===== config.mk =====
export PLATFORM = sky130hd
export DESIGN_NAME = vl_dline_var_rd
export DESIGN_NICKNAME = d
export VERILOG_FILES = /design/src/rtl/vl_dline_var_rd.sv
export SDC_FILE = /design/constraint.sdc
export NUM_CORES = 1
export LEC_CHECK = 0
export CAP_MARGIN = 20
export CORE_MARGIN = 8
export CORE_UTILIZATION = 45
export DETAILED_ROUTE_END_ITERATION = 8
export PLACE_DENSITY = 0.68
export SETUP_SLACK_MARGIN = 0.02
export SLEW_MARGIN = 0
export SYNTH_ARGS = -nofsm -noshare
export SYNTH_HDL_FRONTEND = slang
export SYNTH_SLANG_ARGS = --single-unit

===== constraint.sdc =====
create_clock -name clk -period 2.6 [get_ports clk]
set_input_delay 0.52 -clock clk [delete_from_list [all_inputs] [get_ports clk]]
set_output_delay 0.52 -clock clk [all_outputs]
set_load 0.005 [all_outputs]

===== src/rtl/vl_dline_var_rd.sv =====
// Variable-depth delay line: circular buffer with registered read, clamped delay select,
// and a PRIME/RUN sequencer that masks output until d fresh samples are in the buffer.
module vl_dline_var_rd #(
  parameter int   DEPTH   = 16,
  parameter int   AW      = 4,
  parameter int   WIDTH   = 8,
  parameter logic RST_VAL = 1'b0
) (
  input  logic             clk,
  input  logic             reset_n,
  input  logic             clr,
  input  logic [WIDTH-1:0] din,
  input  logic             din_vld,
  input  logic [AW:0]      dly,
  output logic [WIDTH-1:0] dout,
  output logic             dout_vld,
  output logic             busy,
  output logic             dly_err
);

  typedef enum logic {PRIME, RUN} state_t;

  localparam logic [AW:0] D_MAX = (AW+1)'(DEPTH);
  localparam logic [AW:0] D_ONE = (AW+1)'(1);

  logic [WIDTH:0]   mem [DEPTH];
  logic [AW-1:0]    wptr;
  logic [AW-1:0]    raddr;
  logic [AW:0]      dly_q;
  logic [AW:0]      d_new;
  logic [AW:0]      d_old;
  logic [AW:0]      cnt_q;
  logic [AW:0]      cnt_d;
  state_t           state_q;
  state_t           state_d;
  logic             restart;
  logic             oor_new;
  logic             unmask;
  logic [WIDTH:0]   rd_word;
  logic [WIDTH-1:0] dout_d;
  logic             dout_vld_d;

  function automatic logic [AW:0] clamp_d(input logic [AW:0] v);
    if (v == '0)
      return D_ONE;
    else if (v > D_MAX)
      return D_MAX;
    else
      return v;
  endfunction

  // The read is taken on edge k+d-1 for data written on edge k, so the entry
  // sits d-1 slots behind the write pointer; d=1 bypasses storage entirely.
  always_comb begin
    d_new   = clamp_d(dly);
    d_old   = clamp_d(dly_q);
    restart = clr || (d_new != d_old);
    oor_new = (dly == '0) || (dly > D_MAX);
    raddr   = wptr - AW'(d_new - D_ONE);
    rd_word = (d_new == D_ONE) ? {din_vld, din} : mem[raddr];
  end

  always_ff @(posedge clk or negedge reset_n) begin
    if (!reset_n) begin
      state_q <= PRIME;
      cnt_q   <= '0;
    end else begin
      state_q <= state_d;
      cnt_q   <= cnt_d;
    end
  end

  always_comb begin
    state_d = state_q;
    cnt_d   = cnt_q;
    if (restart) begin
      state_d = PRIME;
      cnt_d   = '0;
    end else if (state_q == PRIME) begin
      cnt_d = cnt_q + D_ONE;
      if (cnt_d == d_new)
        state_d = RUN;
    end
  end

  always_comb begin
    unmask     = (state_d == RUN);
    dout_d     = unmask ? rd_word[WIDTH-1:0] : {WIDTH{RST_VAL}};
    dout_vld_d = unmask && rd_word[WIDTH];
  end

  always_ff @(posedge clk or negedge reset_n) begin
    if (!reset_n) begin
      wptr     <= '0;
      dly_q    <= '0;
      dout     <= {WIDTH{RST_VAL}};
      dout_vld <= 1'b0;
      busy     <= 1'b1;
      dly_err  <= 1'b0;
    end else begin
      wptr     <= wptr + AW'(1);
      dly_q    <= dly;
      dout     <= dout_d;
      dout_vld <= dout_vld_d;
      busy     <= !unmask;
      dly_err  <= oor_new && (dly != dly_q);
    end
  end

  always_ff @(posedge clk) begin
    mem[wptr] <= {din_vld, din};
  end

endmodule


### After elaboration in Yosys (flattened, before gate mapping)

Memories as Yosys holds them, arrays and structs flattened.
Cells that the tools add are included.

| word-level totals | value |
|---|---|
| memory bits (writable) | 144 |
| output and inout port bits | 11 |
| memories kept | 1 |
| flip-flop bits (word level) | 26 |

Memories:

| memory | depth | width | read ports | clocked after Yosys merged registers in | write ports | RTL line | RTL |
|---|---|---|---|---|---|---|---|
| mem | 16 | 9 | 1 | 0 | 1 | 26 | `logic [WIDTH:0] mem [DEPTH];` |

| cells by class | value |
|---|---|
| $add $sub $neg | 4 |
| muxes and demuxes | 11 |
| magnitude comparators | 2 |
| equality and inequality tests | 5 |
| reduce and logical (&&, ||, !) cells | 7 |

Operators by type and width:

| kind | number |
|---|---|
| 2-to-1 mux 5 bit | 6 |
| > comparator 5 bit, second input constant | 2 |
| logical NOT 5 bit | 2 |
| != test 5 bit | 2 |
| 2-to-1 mux 9 bit | 1 |
| 2-to-1 mux 8 bit | 1 |
| adder 5 x 1 -> 5 bit, second input constant | 1 |
| == test 5 x 1 -> 1 bit, second input constant | 1 |
| == test 5 bit | 1 |
| adder 4 x 1 -> 4 bit, second input constant | 1 |
| subtractor 4 x 1 -> 4 bit, second input constant | 1 |
| subtractor 4 bit | 1 |
| 2-to-1 mux 1 bit | 3 |
| logical AND 1 bit | 2 |
| logical OR 1 bit | 2 |
| != test 2 x 1 -> 1 bit, second input constant | 1 |
| logical NOT 1 bit | 1 |

### Logic depth before layout (Yosys ltp)

| logic depth | value |
|---|---|
| depth after elaboration | 8 |
| mapped depth | 15 |
| depth with buffers taken out | 14 |

### Worst setup path before layout

Ideal clock, no wire load.

| path | value |
|---|---|
| path kind | input to register |
| from | input dly[2] |
| to | register dout[5] |
| cell stages on the path | 15 |
| setup time | 0.096 ns |
| arrival | 3.786 ns |
| path slack | -1.282 ns |
| required time | 2.504 ns |
| cell sequence | nor4_1 inv_1 ha_1 nor3b_1 ha_1 inv_1 ha_1 inv_1 fa_1 xnor3_2 xnor2_4 buf_6 mux2i_1 a31o_1 nor4_2 |

| between the ends | value |
|---|---|
| cells in the longest elaborated chain, start to end | 8 |
| elaborated cells on any way between the ends | 16 |
| classes of those cells | add/sub (2); order compare (1); eq/ne (3); mux (7); reduce/logical (2); memory (1) |

Ends and longest elaborated chain:

| item | RTL line | RTL |
|---|---|---|
| start: declaration | 14 | `input logic [AW:0] dly,` |
| > comparator 5 bit | 46 | `else if (v > D_MAX)` |
| 2-to-1 mux 5 bit | 46 |  |
| 2-to-1 mux 5 bit * | 44 | `if (v == '0)` |
| subtractor 4 x 1 -> 4 bit or == test 5 bit (tied branches) | 59, 81 |  |
| subtractor 4 bit or 2-to-1 mux 1 bit (tied branches) | 59, 81 |  |
| memory (16 x 9 bit) or 2-to-1 mux 1 bit (tied branches) | - |  |
| 2-to-1 mux 9 bit or 2-to-1 mux 1 bit (tied branches) | 60, 76 |  |
| 2-to-1 mux 8 bit * | 88 | `dout_d = unmask ? rd_word[WIDTH-1:0] : {WIDTH{RST_VAL}};` |
| named net dout_d[5] | 40 | `logic [WIDTH-1:0] dout_d;` |
| end signal: assignment | 96 | `dout <= {WIDTH{RST_VAL}};` |
| end signal: assignment | 103 | `dout <= dout_d;` |
| end: declaration | 15 | `output logic [WIDTH-1:0] dout,` |

The timed path passes the listed nets; every way through them passes the cells marked *.
A chain may end at the register's enable or synchronous reset.

### Final worst setup path

| path | value |
|---|---|
| from | input dly[3] |
| to | register dout[0] |

Same word-level chain as after synthesis.

==> impl_results.md <==
* Status: finished with violations
* Failing checks: negative setup slack
* Slew @ Worst Pin at 590 ps
* Total GRT Usage at 0.164
* # setup viols final at 9
* Crit path kind: input pin to flip-flop
* Clock transition at path regs at about 70 ps
* TritonCTS Buffers at 17
* VDD IR max at between 0.4 and 0.5 mV
* Clk sinks at 170
* Fillers at between 1000 and 1500
* Netlist cell types at 50
* Standard-cell rows at 46
* WHS at 338 ps
* Area of the multi-input gates at 2260 um^2
* Max_cap viols at 0
* Worst-path maximum fanout at 6
* Antenna violations before repair at 0
* Slew margin rel. at 0.607
* Setup ws final at -547 ps
* Number of global-route vias before repair at 4134
* Startpoint types: input pin
* CTS hold repair buffers at 0
* Die X-Extent at 142 um
* Synthesized area at 7150 um^2
* Mapped Cells at between 300 and 400
* Largest net degree at the start of global routing at 27
* Skew-Pair Late Insertion Delay at between 400 and 500 ps
* Core Area at around 16000 um^2
* Syn Nets at ~420
* Mapped Avg Cell Area at 18.3 um^2
* PD cells at 691 nW/um^2
* Wire per inst at roughly 22 um
* Area contributors post-synth: edfxtp_1 61%, mux4_2 11%, dfrtp_1 8.8%
* Worst EP arrival at 3450 ps
* Post-synth top cells: 144 x edfxtp_1, 36 x mux4_2, 25 x dfrtp_1
* CTS tree: done
* Initial Util at 0.455
* Dominant cell by count in the synthesized netlist: edfxtp_1
* Final hold vios at 0
* Final worst-path cycle share at 1.21
* Htree depth at 4
* I/O Buffers at 27
* Via count at 3877
* DIE AREA at 20200 um^2
* Number of synthesized flops with an enable pin at 144
* Layout area overhead at 25.2%
* Post-synthesis sequential area ratio at 0.696
* # diodes at 0
* Register Area at about 5000 um^2
* Top FF cell, synth: edfxtp_1
* Vias per cell at 5.54
* Crit. End Element: flip-flop
* Clock buffer depth at 2
* Starting DRC count in detailed routing at 390
* Drt first pass iters at 4
* Post-route ant nets at 0
* Detailed placer's ending HPWL at 10300 um
* Die Y at about 140 um
* FF+latch count, synth at 170
* DRT Wirelength at 15500 um
* FFs w/ async S/R, synth at 0.153
* Leak Pwr at ~3.1 nW
* Worst Hold Class: input pin to flip-flop
* # IOs at 28
* Final Skew at 10.2 ps
* DRC at 0
* Fin. max-slew vios at 0
* Grt ovf at 0
* Fraction of layout cells with a size suffix above 1 at 0.349
* Yosys top cell by area: edfxtp_1
* Core Util, Final at 0.570
* RSZ-0062 raised after global routing: true
* Synth Warn # at 0
* GPL Wtd Cong at 0.825
* Dpl ws at -1500 ps
* CTS root buffer: clkbuf_16
* Top-area cell type share of the netlist area at 0.605
* Nets at 501
* Min Tclk post-route at 3150 ps
* Critical Path RT at slightly below 3000 ps
* FMAX at between 0.3 and 0.4 GHz
* First-pass GRT wire length at 23900 um
## placed cells by master, fill, tap and decap left out, drive strengths merged, types with 3 or more instances in the layout
cell,Yosys,routed
buf,11,56
nor4,10,10
xnor2,12,12
nor2,18,18
clkbuf,8,17
ha,12,12
a211oi,9,9
nor2b,18,18
clkinv,0,3
and3,6,6
clkinvlp,0,4
nor3b,5,5
dfrtp,25,25
clkdlybuf4s50,0,22
mux2i,10,10
xor2,6,6
a31o,10,10
and2,9,9
inv,10,16
mux4,36,36
edfxtp,144,144
nor3,3,3
## timing repair
action / in CTS / in global routing
endpoints found under the setup margin: 16 / 9
buffers inserted: 6 / 2
pin swaps: 15 / 15
resized for setup: 40 / 21
gates cloned: 2 / 0
## cell type report
| cell class | instances | share of cell area |
|---|---|---|
| Multi-Input combinational cell | 192 | 0.252 |
| Inverter | 10 | 0.00419 |
| Clock buffer | 17 | 0.0475 |
| Tap cell | 216 | 0.0302 |
| Clock inverter | 15 | 0.0185 |
| Sequential cell | 170 | 0.556 |
| Timing Repair Buffer | 80 | 0.0914 |
## sequential cells by signal, indices dropped and copies added, names as in the netlist
name      flops
busy          1
cnt_q         5
dly_err       1
dly_q         5
dout          8
dout_vld      1
mem         144
state_q       1
wptr          4
## final timing paths
path                               start        to  slack, ps  depth (start not counted)
worst min-delay path              dly[3]  dly_q[3]        340                          2
worst max-delay path              dly[3]   dout[0]       -550                         18
min in group asynchronous        reset_n  dly_q[4]        480                          2
max in group asynchronous        reset_n      busy       1820                          2
worst max register to register   wptr[1]   dout[0]        -80                         14
worst min register to register  cnt_q[1]  cnt_q[1]        580                          2
## metal layers
layer / routed length [um] / global-route usage
met1: 6090 / 0.192
met2: 8120 / 0.276
met3: 894 / 0.0426
met4: 394 / 0.0769
met5: 0 / 0
## cell families (layout without fill, tap and decap cells)
group	Yosys count	after routing	share of synthesized area
DFF	170	170	0.696
muxes	46	46	0.127
buffers and inverters	29	122	0.0177
xor gates and xnor gates	20	20	0.0312
and+or+nand+nor	83	83	0.0709
AOI/OAI and AO/OA	30	30	0.0327
adders and majority gates	13	13	0.0238
## through the flow
step	total power [W]	area, um^2	setup TNS, ps	cells
after CTS	0.00617	8830	-4580	698
after global placement	0.00360	8070	-15530	658
after detailed placement	0.00361	8070	-16560	658
final	0.00618	8950	-4450	700
after global routing	0.00637	8950	-5720	700
after floorplan	0.00336	7200	-6980	391
## worst max-delay path, stage by stage
cell	delay [ps]
buf_8	100
nor4_4	320
inv_2	80
ha_4	190
nor3b_4	180
ha_1	250
inv_1	60
ha_2	160
inv_2	30
fa_2	320
xnor3_2	280
xnor2_4	250
buf_6	170
buf_4	110
buf_4	120
nor2b_2	50
a211oi_2	210
nor4_2	60
## report_power, final
part	switching, W	internal [W]	total, W
clock network	0.00107	0.00143	0.00250
registers	0.00000803	0.00297	0.00298
logic	0.000335	0.000366	0.000702
(Power assumes the default switching activity.)
